$ cat config.mk
export PLATFORM = sky130hd
export DESIGN_NAME = trap_seq_ctrl
export DESIGN_NICKNAME = d
export VERILOG_FILES = /design/src/rtl/trap_seq_ctrl_pkg.sv /design/src/rtl/trap_prio_enc.sv /design/src/rtl/trap_seq_ctrl.sv
export SDC_FILE = /design/constraint.sdc
export NUM_CORES = 1
export LEC_CHECK = 0
export ABC_AREA = 1
export CAP_MARGIN = 20
export CORE_AREA = 2 2 219 221
export DETAILED_ROUTE_END_ITERATION = 12
export DIE_AREA = 0 0 221 223
export SETUP_SLACK_MARGIN = 0.5
export SYNTH_ARGS = -nofsm -noshare
export SYNTH_HDL_FRONTEND = slang
export SYNTH_SLANG_ARGS = --single-unit
$ cat constraint.sdc
create_clock -name clk -period 6 [get_ports clk]
set_clock_uncertainty 0.1 [all_clocks]
set_input_delay 1.5 -clock clk [delete_from_list [all_inputs] [get_ports clk]]
set_output_delay 1.5 -clock clk [all_outputs]
set_load 0.03 [all_outputs]
$ cat src/rtl/trap_seq_ctrl_pkg.sv
// ============================================================================
// trap_seq_ctrl_pkg : shared CSR addresses, cause codes and SYSTEM encodings
// Revision 1.0
// ============================================================================
`default_nettype none

package trap_seq_ctrl_pkg;

   localparam int INT_BUS = 3;

   // int_req_i bit positions
   localparam int IRQ_MSI_BIT = 0;
   localparam int IRQ_MTI_BIT = 1;
   localparam int IRQ_MEI_BIT = 2;

   localparam logic [11:0] CSR_MSTATUS = 12'h300;
   localparam logic [11:0] CSR_MIE     = 12'h304;
   localparam logic [11:0] CSR_MTVEC   = 12'h305;
   localparam logic [11:0] CSR_MEPC    = 12'h341;
   localparam logic [11:0] CSR_MCAUSE  = 12'h342;

   localparam logic [3:0] CAUSE_ECALL_M    = 4'd11;
   localparam logic [3:0] CAUSE_BREAKPOINT = 4'd3;
   localparam logic [3:0] CODE_MEI         = 4'd11;
   localparam logic [3:0] CODE_MSI         = 4'd3;
   localparam logic [3:0] CODE_MTI         = 4'd7;

   localparam logic [31:0] INST_ECALL  = 32'h0000_0073;
   localparam logic [31:0] INST_EBREAK = 32'h0010_0073;
   localparam logic [31:0] INST_MRET   = 32'h3020_0073;

   localparam int MSTATUS_MIE    = 3;
   localparam int MSTATUS_MPIE   = 7;
   localparam int MSTATUS_MPP_LO = 11;
   localparam int MSTATUS_MPP_HI = 12;

endpackage

`default_nettype wire

$ cat src/rtl/trap_prio_enc.sv
// ============================================================================
// trap_prio_enc : picks ecall > ebreak > mret > MEI > MSI > MTI
// Revision 1.0
// ============================================================================
`default_nettype none

module trap_prio_enc
   import trap_seq_ctrl_pkg::*;
#(
   parameter int XLEN = 64
) (
   input  logic [INT_BUS-1:0] req,
   input  logic               sync_ecall,
   input  logic               sync_ebreak,
   input  logic               sync_mret,
   output logic               valid,
   output logic [XLEN-1:0]    cause,
   output logic               is_mret
);

   always_comb begin
      valid   = 1'b0;
      cause   = '0;
      is_mret = 1'b0;
      if (sync_ecall) begin
         valid      = 1'b1;
         cause[3:0] = CAUSE_ECALL_M;
      end else if (sync_ebreak) begin
         valid      = 1'b1;
         cause[3:0] = CAUSE_BREAKPOINT;
      end else if (sync_mret) begin
         valid   = 1'b1;
         is_mret = 1'b1;
      end else if (req[IRQ_MEI_BIT]) begin
         valid        = 1'b1;
         cause[3:0]   = CODE_MEI;
         cause[XLEN-1] = 1'b1;
      end else if (req[IRQ_MSI_BIT]) begin
         valid        = 1'b1;
         cause[3:0]   = CODE_MSI;
         cause[XLEN-1] = 1'b1;
      end else if (req[IRQ_MTI_BIT]) begin
         valid        = 1'b1;
         cause[3:0]   = CODE_MTI;
         cause[XLEN-1] = 1'b1;
      end
   end

endmodule

`default_nettype wire

$ cat src/rtl/trap_seq_ctrl.sv
// ============================================================================
// trap_seq_ctrl : trap/mret CSR write sequencer and fetch redirect.
// Optional macro TRAP_VECTORED_EN enables vectored async trap targets.
// Revision 1.0
// ============================================================================
`default_nettype none

module trap_seq_ctrl
   import trap_seq_ctrl_pkg::*;
#(
   parameter int XLEN   = 64,
   parameter int CSR_AW = 12
) (
   input  logic               clk,
   input  logic               rst_n,
   input  logic [INT_BUS-1:0] int_req_i,
   input  logic [31:0]        inst_i,
   input  logic [XLEN-1:0]    inst_addr_i,
   input  logic               jump_flag_i,
   input  logic [XLEN-1:0]    jump_addr_i,
   input  logic [XLEN-1:0]    csr_mtvec_i,
   input  logic [XLEN-1:0]    csr_mepc_i,
   input  logic [XLEN-1:0]    csr_mstatus_i,
   input  logic [XLEN-1:0]    csr_mie_i,
   output logic               hold_flag_o,
   output logic               csr_we_o,
   output logic [CSR_AW-1:0]  csr_waddr_o,
   output logic [XLEN-1:0]    csr_wdata_o,
   output logic               int_flag_o,
   output logic [XLEN-1:0]    int_addr_o
);

   localparam logic [2:0] S_IDLE    = 3'd0;
   localparam logic [2:0] S_W_MEPC  = 3'd1;
   localparam logic [2:0] S_W_CAUSE = 3'd2;
   localparam logic [2:0] S_W_MSTAT = 3'd3;
   localparam logic [2:0] S_JUMP    = 3'd4;
   localparam logic [2:0] S_M_MSTAT = 3'd5;
   localparam logic [2:0] S_M_JUMP  = 3'd6;

   logic [2:0]         r_state;
   logic [XLEN-1:0]    r_cause;
   logic [XLEN-1:0]    r_epc;
   logic [XLEN-1:0]    r_target;

   logic [INT_BUS-1:0] w_irq_en;
   logic [INT_BUS-1:0] w_masked_req;
   logic               w_valid;
   logic [XLEN-1:0]    w_cause;
   logic               w_is_mret;
   logic               w_async;
   logic [XLEN-1:0]    w_epc;
   logic [XLEN-1:0]    w_base;
   logic [XLEN-1:0]    w_target;
   logic               w_trigger;
   logic               unused_ok;

   function automatic logic [XLEN-1:0] f_trap_mstatus(input logic [XLEN-1:0] s);
      logic [XLEN-1:0] r;
      r                               = s;
      r[MSTATUS_MPIE]                 = s[MSTATUS_MIE];
      r[MSTATUS_MIE]                  = 1'b0;
      r[MSTATUS_MPP_HI:MSTATUS_MPP_LO] = 2'b11;
      return r;
   endfunction

   function automatic logic [XLEN-1:0] f_mret_mstatus(input logic [XLEN-1:0] s);
      logic [XLEN-1:0] r;
      r                               = s;
      r[MSTATUS_MIE]                  = s[MSTATUS_MPIE];
      r[MSTATUS_MPIE]                 = 1'b1;
      r[MSTATUS_MPP_HI:MSTATUS_MPP_LO] = 2'b11;
      return r;
   endfunction

   // Enable vector ordered like int_req_i: {MEIE, MTIE, MSIE}
   assign w_irq_en     = {csr_mie_i[11], csr_mie_i[7], csr_mie_i[3]};
   assign w_masked_req = int_req_i & w_irq_en & {INT_BUS{csr_mstatus_i[MSTATUS_MIE]}};

   trap_prio_enc #(
      .XLEN (XLEN)
   ) u_prio (
      .req         (w_masked_req),
      .sync_ecall  (inst_i == INST_ECALL),
      .sync_ebreak (inst_i == INST_EBREAK),
      .sync_mret   (inst_i == INST_MRET),
      .valid       (w_valid),
      .cause       (w_cause),
      .is_mret     (w_is_mret)
   );

   assign w_async = w_cause[XLEN-1];
   assign w_epc   = (w_async && jump_flag_i) ? jump_addr_i : inst_addr_i;
   assign w_base  = {csr_mtvec_i[XLEN-1:2], 2'b00};

`ifdef TRAP_VECTORED_EN
   assign w_target = (w_async && (csr_mtvec_i[1:0] == 2'b01))
                   ? w_base + ({{(XLEN-4){1'b0}}, w_cause[3:0]} << 2)
                   : w_base;
`else
   assign w_target = w_base;
`endif

   assign w_trigger = (r_state == S_IDLE) && w_valid;
   assign unused_ok = ^{csr_mie_i, csr_mtvec_i[1:0]};

   always_ff @(posedge clk or negedge rst_n) begin
      if (!rst_n) begin
         r_state  <= S_IDLE;
         r_cause  <= '0;
         r_epc    <= '0;
         r_target <= '0;
      end else begin
         case (r_state)
            S_IDLE: begin
               if (w_valid) begin
                  if (w_is_mret) begin
                     r_state <= S_M_MSTAT;
                  end else begin
                     r_state  <= S_W_MEPC;
                     r_cause  <= w_cause;
                     r_epc    <= w_epc;
                     r_target <= w_target;
                  end
               end
            end
            S_W_MEPC:  r_state <= S_W_CAUSE;
            S_W_CAUSE: r_state <= S_W_MSTAT;
            S_W_MSTAT: r_state <= S_JUMP;
            S_JUMP:    r_state <= S_IDLE;
            S_M_MSTAT: r_state <= S_M_JUMP;
            S_M_JUMP:  r_state <= S_IDLE;
            default:   r_state <= S_IDLE;
         endcase
      end
   end

   // Reset forces hold low even if a trigger is sitting in ID.
   assign hold_flag_o = rst_n && (w_trigger || (r_state != S_IDLE));

   always_comb begin
      csr_we_o    = 1'b0;
      csr_waddr_o = '0;
      csr_wdata_o = '0;
      int_flag_o  = 1'b0;
      int_addr_o  = '0;
      case (r_state)
         S_W_MEPC: begin
            csr_we_o    = 1'b1;
            csr_waddr_o = CSR_AW'(CSR_MEPC);
            csr_wdata_o = r_epc;
         end
         S_W_CAUSE: begin
            csr_we_o    = 1'b1;
            csr_waddr_o = CSR_AW'(CSR_MCAUSE);
            csr_wdata_o = r_cause;
         end
         S_W_MSTAT: begin
            csr_we_o    = 1'b1;
            csr_waddr_o = CSR_AW'(CSR_MSTATUS);
            csr_wdata_o = f_trap_mstatus(csr_mstatus_i);
         end
         S_JUMP: begin
            int_flag_o = 1'b1;
            int_addr_o = r_target;
         end
         S_M_MSTAT: begin
            csr_we_o    = 1'b1;
            csr_waddr_o = CSR_AW'(CSR_MSTATUS);
            csr_wdata_o = f_mret_mstatus(csr_mstatus_i);
         end
         S_M_JUMP: begin
            int_flag_o = 1'b1;
            int_addr_o = csr_mepc_i;
         end
         default: begin
            csr_we_o = 1'b0;
         end
      endcase
   end

endmodule

`default_nettype wire
==> impl_results.md, run 1 <==
- Flop-to-flop setup slack: 3.34 ns
- Synthesized netlist cell count: 1352
- Status: complete, no violations
- R2R depth: 7
- Clock sinks: 133
- Setup bufs post-CTS: 0
- Starting density of the core: 18.2%
- Crit start category: primary input
- Reg2reg start: r_state[2]
- Commonest non-fill, non-tap cell in the layout: nand2_1
- Sw frac: 45.4%
- ANT nets after route: 0
- Setup TNS: 0 ns
- Crit path launch: inst_i[3]
- Worst Setup End Kind: output port
- Worst Hold Class: reg2reg
- Power Dens Cells: 410 nW/um^2
- CP endpoint: hold_flag_o
- Total GRT Usage: 15.8%
- Critical Path Fanout Max: 5
- Xor and xnor area share after synthesis: 0%
- Buffer depth of the longest clock path: 2
- Compound-gate portion of the synthesized area: 7.88%
- Placed Instance Area: 14000 um^2
- WP data arrival: 3.44 ns
- Hold-critical path depth: 2
- Final setup margin: 0.960 ns
- Row count: 80
- Clock slew seen by the registers of the worst setup and hold paths: 0.05 ns
- Vias in the first global route: 10.3k
- Synth Area in Simple Gates: 39.9%
- Post-synthesis adder-cell area fraction: 0%
- Sequential share of power: 26.0%
- CP Data Required Time: 4.40 ns
- Fraction of layout cells with a size suffix above 1: 3.78%
- WL final: 39.2 mm
- GP Congestion: 0.874
- P_int: 0.00326 W
- Vias per cell: 4.29
- Total gr overflow: 0
- Detailed-router iteration count before antenna repair: 5
- Kind of critical path: in2out
- WL/cell: 16.2 um
- Core footprint: 47100 um^2
- Final Cell Area: 14600 um^2
- FILL cells: 5107
- Starting DRT DRC Count: 557
- Netlist cell types: 22
- Max-cap violation count: 0
- Via count: 10.4k
- Worst-Skew Late Latency: 0.44 ns
- First-pass GRT wire length: 59.7 mm
- IO buf count: 492
- Max frequency: 198 MHz
- Share of synthesized area occupied by flip-flops and latches: 38.7%
- Final Slew Violations: 0
- Yosys reg bits: 133
- Most frequent cells in the layout: nand2_1, clkdlybuf4s50_1, nor2_1
- Fin crit share: 84.0%
- Fin nets: 2211
- Unrepaired setup endpoints after global routing: no
- # DRC: 0
- Logic pwr share: 55.2%
- Setup WS pre-CTS: 0.541 ns
- Final Hold Viols: 0
- Worst vdd ir: 0.234 mV
- Antenna violations before repair: 2
- Net Switching: 0.00271 W
- Layout Area Growth over Synthesis: 69.6%
- H-Tree Level Count: 4
- Largest family of logic cells by synthesized area: simple AND/OR/NAND/NOR gates
- Die width: 221 um
- Final setup fails: 0
- Measured slew at the worst slew-check pin: 0.970 ns
- Diode count: 0
- Die height: 223 um
- DP HPWL: 30.0 mm
- Static leakage: 7.10 nW
- Mean Syn Cell Area: 6.35 um^2
- Clock network power share: 18.8%
- R2r endpoint: r_target[39]
- Largest net degree at the start of global routing: 77
- I/O pins: 565
- CTS root buf: clkbuf_16
- TritonCTS Buffers: 17
- Post-synthesis mux area share: 0%
- Synthesized area: 8590 um^2
- Final min period: 5.04 ns
- Ys Warns: 0
- CTS tree: yes
- Die ar.: 49300 um^2
- Max-Slew Margin vs Limit: 35.2%
-- area by class of cell --
cell class              instances  area, um^2  share of cell area (%)
well taps                     615         769                    5.28
clock buffers                  21         450                    3.09
repair buffers                513        5130                    35.2
inverters                     148         556                    3.81
flip-flops and latches        133        3330                    22.9
clock inverters                10         155                    1.06
multi-input cells             976        4180                    28.7
-- state kept, by name, indices dropped and copies added, names as in the netlist --
register  cells
r_target     62
r_epc        64
r_cause       4
r_state       3
-- power groups by stage --
stage	registers [W]	logic, W	clock network [W]
floorplan	0.00149	0.00198	0
global placement	0.00154	0.00330	0
detailed placement	0.00156	0.00334	0
CTS	0.00155	0.00335	0.00117
global route	0.00161	0.00359	0.00120
finish	0.00155	0.00329	0.00112
-- worst min-delay path by stage --
stage / endpoint / slack (ns) / startpoint
floorplan: r_target[10] / 0.34 / r_target[10]
global placement: r_target[53] / 0.35 / r_target[53]
detailed placement: r_target[21] / 0.35 / r_target[21]
CTS: r_target[60] / 0.37 / r_target[60]
global route: r_cause[1] / 0.39 / r_cause[1]
finish: r_target[60] / 0.37 / r_target[60]
-- cell usage after synthesis --
cell type  count  area [um^2]
clkbuf_1      47          176
nor2_4         1         11.3
nand4_1       65          407
buf_6         17          191
nand2_2        1         6.26
buf_4         17          128
nand3_2        1         10.0
nand3_1       75          375
conb_1         1         3.75
nor3_1         1         5.00
dfrtp_1      133         3330
a21oi_2        1         8.76
nand2_1      527         1980
a221o_1        1         10.0
inv_2          1         3.75
buf_2         20          100
nor2_1       158          593
a22oi_1        1         7.51
o21ai_0      130          651
inv_1        147          552
nor2_2         5         31.3
or2_2          2         12.5
-- worst max-delay path: stages --
cell,delay (ns)
clkdlybuf4s50_1,0.43
nor2_1,0.12
nand2_1,0.07
nor2_1,0.15
nand2_2,0.12
nor2_2,0.20
nor2_4,0.05
nand3_1,0.20
o21ai_0,0.21
inv_1,0.09
dlymetal6s2s_1,0.30
-- logic make-up (layout without fill, tap and decap cells) --
| kind of cell | Yosys count | after routing |
|---|---|---|
| buffers and inverters | 249 | 692 |
| AND/OR/NAND/NOR | 836 | 836 |
| flip-flops | 133 | 133 |
| other | 1 | 7 |
| AO/OA/AOI/OAI | 133 | 133 |
-- per-layer routing --
metal / wire, um / share of wire, % / vias to the layer above / track usage [%]
met5: 23 / 0.059 / - / 0
met4: 1160 / 3.0 / 4 / 6.73
met3: 2920 / 7.5 / 46 / 4.17
met2: 18800 / 48 / 489 / 26.8
met1: 16200 / 41 / 4780 / 18.7
li1: - / - / 5049 / -
-- per-stage QoR --
| stage | hold WS (ns) | instances | util [%] | power [W] |
|---|---|---|---|---|
| after floorplan | 0.337 | 1358 | - | 0.00347 |
| after detailed placement | 0.353 | 2385 | 29.6 | 0.00490 |
| after global routing | 0.389 | 2416 | 30.9 | 0.00639 |
| final | 0.365 | 2416 | 30.9 | 0.00597 |
| after global placement | 0.348 | 2385 | 29.6 | 0.00485 |
| after CTS | 0.369 | 2416 | 30.9 | 0.00607 |
-- what timing repair did --
item                                    4_1_cts  5_1_grt
resized for setup                             0        1
hold buffers                                  0        0
endpoints found under the setup margin        0        1
No activity file was read; power rests on OpenSTA's default activity.
==> inputs of run 2 (changes only) <==
CORE_AREA = 2 2 221 223   (was 2 2 219 221)
DIE_AREA = 0 0 223 225   (was 0 0 221 223)
clock period = 4.9 ns   (was 6 ns; I/O delays follow)
==> run 2 against run 1 <==
Sequential cell count unchanged. Via count fell by 0.96%. Cell area increased by 0.94%. Worst hold slack barely moved. Critical path type is now reg2out.
==> impl_results.md, run 2 (same netlist as run 1, synthesis figures left out) <==
- Max-Slew Margin vs Limit: 41.6%
- IO buf count: 492
- Setup TNS: 0 ns
- Post-Route Utilization: 30.9%
- Fin crit share: 89.0%
- Diode count: 0
- Row count: 80
- Most frequent cells in the layout: nand2_1, clkdlybuf4s50_1, nor2_1
- WL/cell: 16.0 um
- Starting DRT DRC Count: 587
- Fraction of layout cells with a size suffix above 1: 4.59%
- Measured slew at the worst slew-check pin: 0.876 ns
- Vias per cell: 4.24
- Worst Setup End Kind: output port
- First-pass GRT wire length: 57.6 mm
- Clock slew seen by the registers of the worst setup and hold paths: 0.06 ns
- Worst vdd ir: 0.240 mV
- CP max stage cell: clkdlybuf4s50_1
- # DRC: 0
- CP peak stage delay: 0.74 ns
- Max frequency: 229 MHz
- Flop-to-flop setup slack: 2.34 ns
- CP Data Required Time: 3.58 ns
- WP data arrival: 3.03 ns
- WL final: 38.7 mm
- Worst Hold Class: reg2reg
- Power Dens Cells: 501 nW/um^2
- Antenna violations before repair: 0
- Layout Area Growth over Synthesis: 71.2%
- Status: complete, no violations
- Final Hold Viols: 0
- M2 GR Usage: 25.1%
- DP HPWL: 28.7 mm
- Setup WS pre-CTS: 0.636 ns
- Final min period: 4.36 ns
- Largest regs: r_epc x64, r_target x62, r_cause x4
- Detailed-router iteration count before antenna repair: 5
- Worst-Skew Late Latency: 0.45 ns
- TritonCTS Buffers: 17
- Critical Path Fanout Max: 22
- I/O pins: 565
- GR peak layer: met2
- Final setup margin: 0.541 ns
- Starting density of the core: 18.1%
- Unrepaired setup endpoints after global routing: yes
- Max-cap violation count: 0
- Die width: 223 um
- Vias in the first global route: 10.2k
- Final Cell Area: 14700 um^2
- ANT nets after route: 0
- Family with the most delay on the worst path: buffers and inverters
- Critical-path cell list: inv_1, nor2_4, o21ai_0, nor2_1, clkdlybuf4s50_1
- Final Slew Violations: 0
- Largest net degree at the start of global routing: 69
- CTS root buf: clkbuf_16
- Cts hold-fix bufs: 0
- Static leakage: 7.42 nW
- Final setup fails: 0
- Die ar.: 50200 um^2
- Most flop-heavy register: r_epc
- Die height: 225 um
- Placed Instance Area: 14000 um^2
- Core footprint: 47500 um^2
- Via count: 10.3k
- Total GRT Usage: 15.0%
- Buffer depth of the longest clock path: 2
- Met3 Use GR: 4.29%
- GP Congestion: 0.856
- Commonest non-fill, non-tap cell in the layout: nand2_1
- H-Tree Level Count: 4
- Met1 Usage GRT: 17.7%
- Crit start category: register
- Clock sinks: 133
- Kind of critical path: reg2out
- Total gr overflow: 0
- Largest register FFs: 64
- CTS tree: yes
- CP bufs+invs: 2
- Fin nets: 2216
## run 2: cell count changes in the layout (fill, tap and decap cells not counted), sizes merged
cell           previous run  this run
inv                     148       151
clkinv                    4         6
clkbuf                   21        18
dlymetal6s2s              1        17
buf                      23        29
clkdlybuf4s50           489       471
nor2                    164       165
bufinv                    4         3
## run 2: metrics by stage
| stage | hold slack, ns | total power (W) | instances |
|---|---|---|---|
| finish | 0.365 | 0.00737 | 2422 |
| global route | 0.383 | 0.00791 | 2422 |
| CTS | 0.368 | 0.00745 | 2421 |
| detailed placement | 0.353 | 0.00600 | 2386 |
| global placement | 0.349 | 0.00594 | 2386 |
| floorplan | 0.337 | 0.00425 | 1358 |
## run 2: worst reg2reg max path: stages (launching register included)
cell and delay [ns]:
dfrtp_1 0.46, inv_1 0.35, nand2_1 0.21, nor2_1 0.33, inv_1 0.12, a21oi_4 0.20, buf_12 0.26, nand3_1 0.34
nand2_1 0.13
## run 2: power breakdown
group | switching [W] | internal, W | leakage, nW
clock network | 0.000545 | 0.000817 | 0.297
registers | 0.000311 | 0.00162 | 1.65
logic | 0.00252 | 0.00156 | 5.47
## run 2: timing repair
| action | 4_1_cts | 5_1_grt |
|---|---|---|
| resized for setup | 4 | 26 |
| setup buffers | 3 | 0 |
| endpoints found under the setup margin | 72 | 81 |
| cloned | 0 | 1 |
| endpoints found under the hold margin | 0 | 0 |
| pin swaps | 1 | 1 |
## run 2: layout make-up
| class | count | area, um^2 |
|---|---|---|
| Clock buffer | 18 | 439 |
| Clock inverter | 14 | 173 |
| Fill cell | 5197 | 32800 |
| Inverter | 148 | 556 |
| Multi-Input combinational cell | 977 | 4200 |
| Sequential cell | 133 | 3330 |
| Tap cell | 615 | 769 |
| Timing Repair Buffer | 517 | 5240 |
## run 2: final timing paths
path                         startpoint             end  cells past startpoint
setup reg to reg             r_state[2]       r_epc[16]                      8
max in group asynchronous         rst_n    r_target[37]                      2
min in group asynchronous         rst_n       r_epc[28]                      1
setup / recovery             r_state[2]  int_addr_o[58]                      5
hold / removal             r_target[12]    r_target[12]                      2
hold reg to reg            r_target[12]    r_target[12]                      2
## run 2: metal layers
metal  share of wire [%]  wire, um
met2                  47     18100
met5                   0         0
met3                 8.1      3130
met1                  42     16200
met4                 3.5      1340
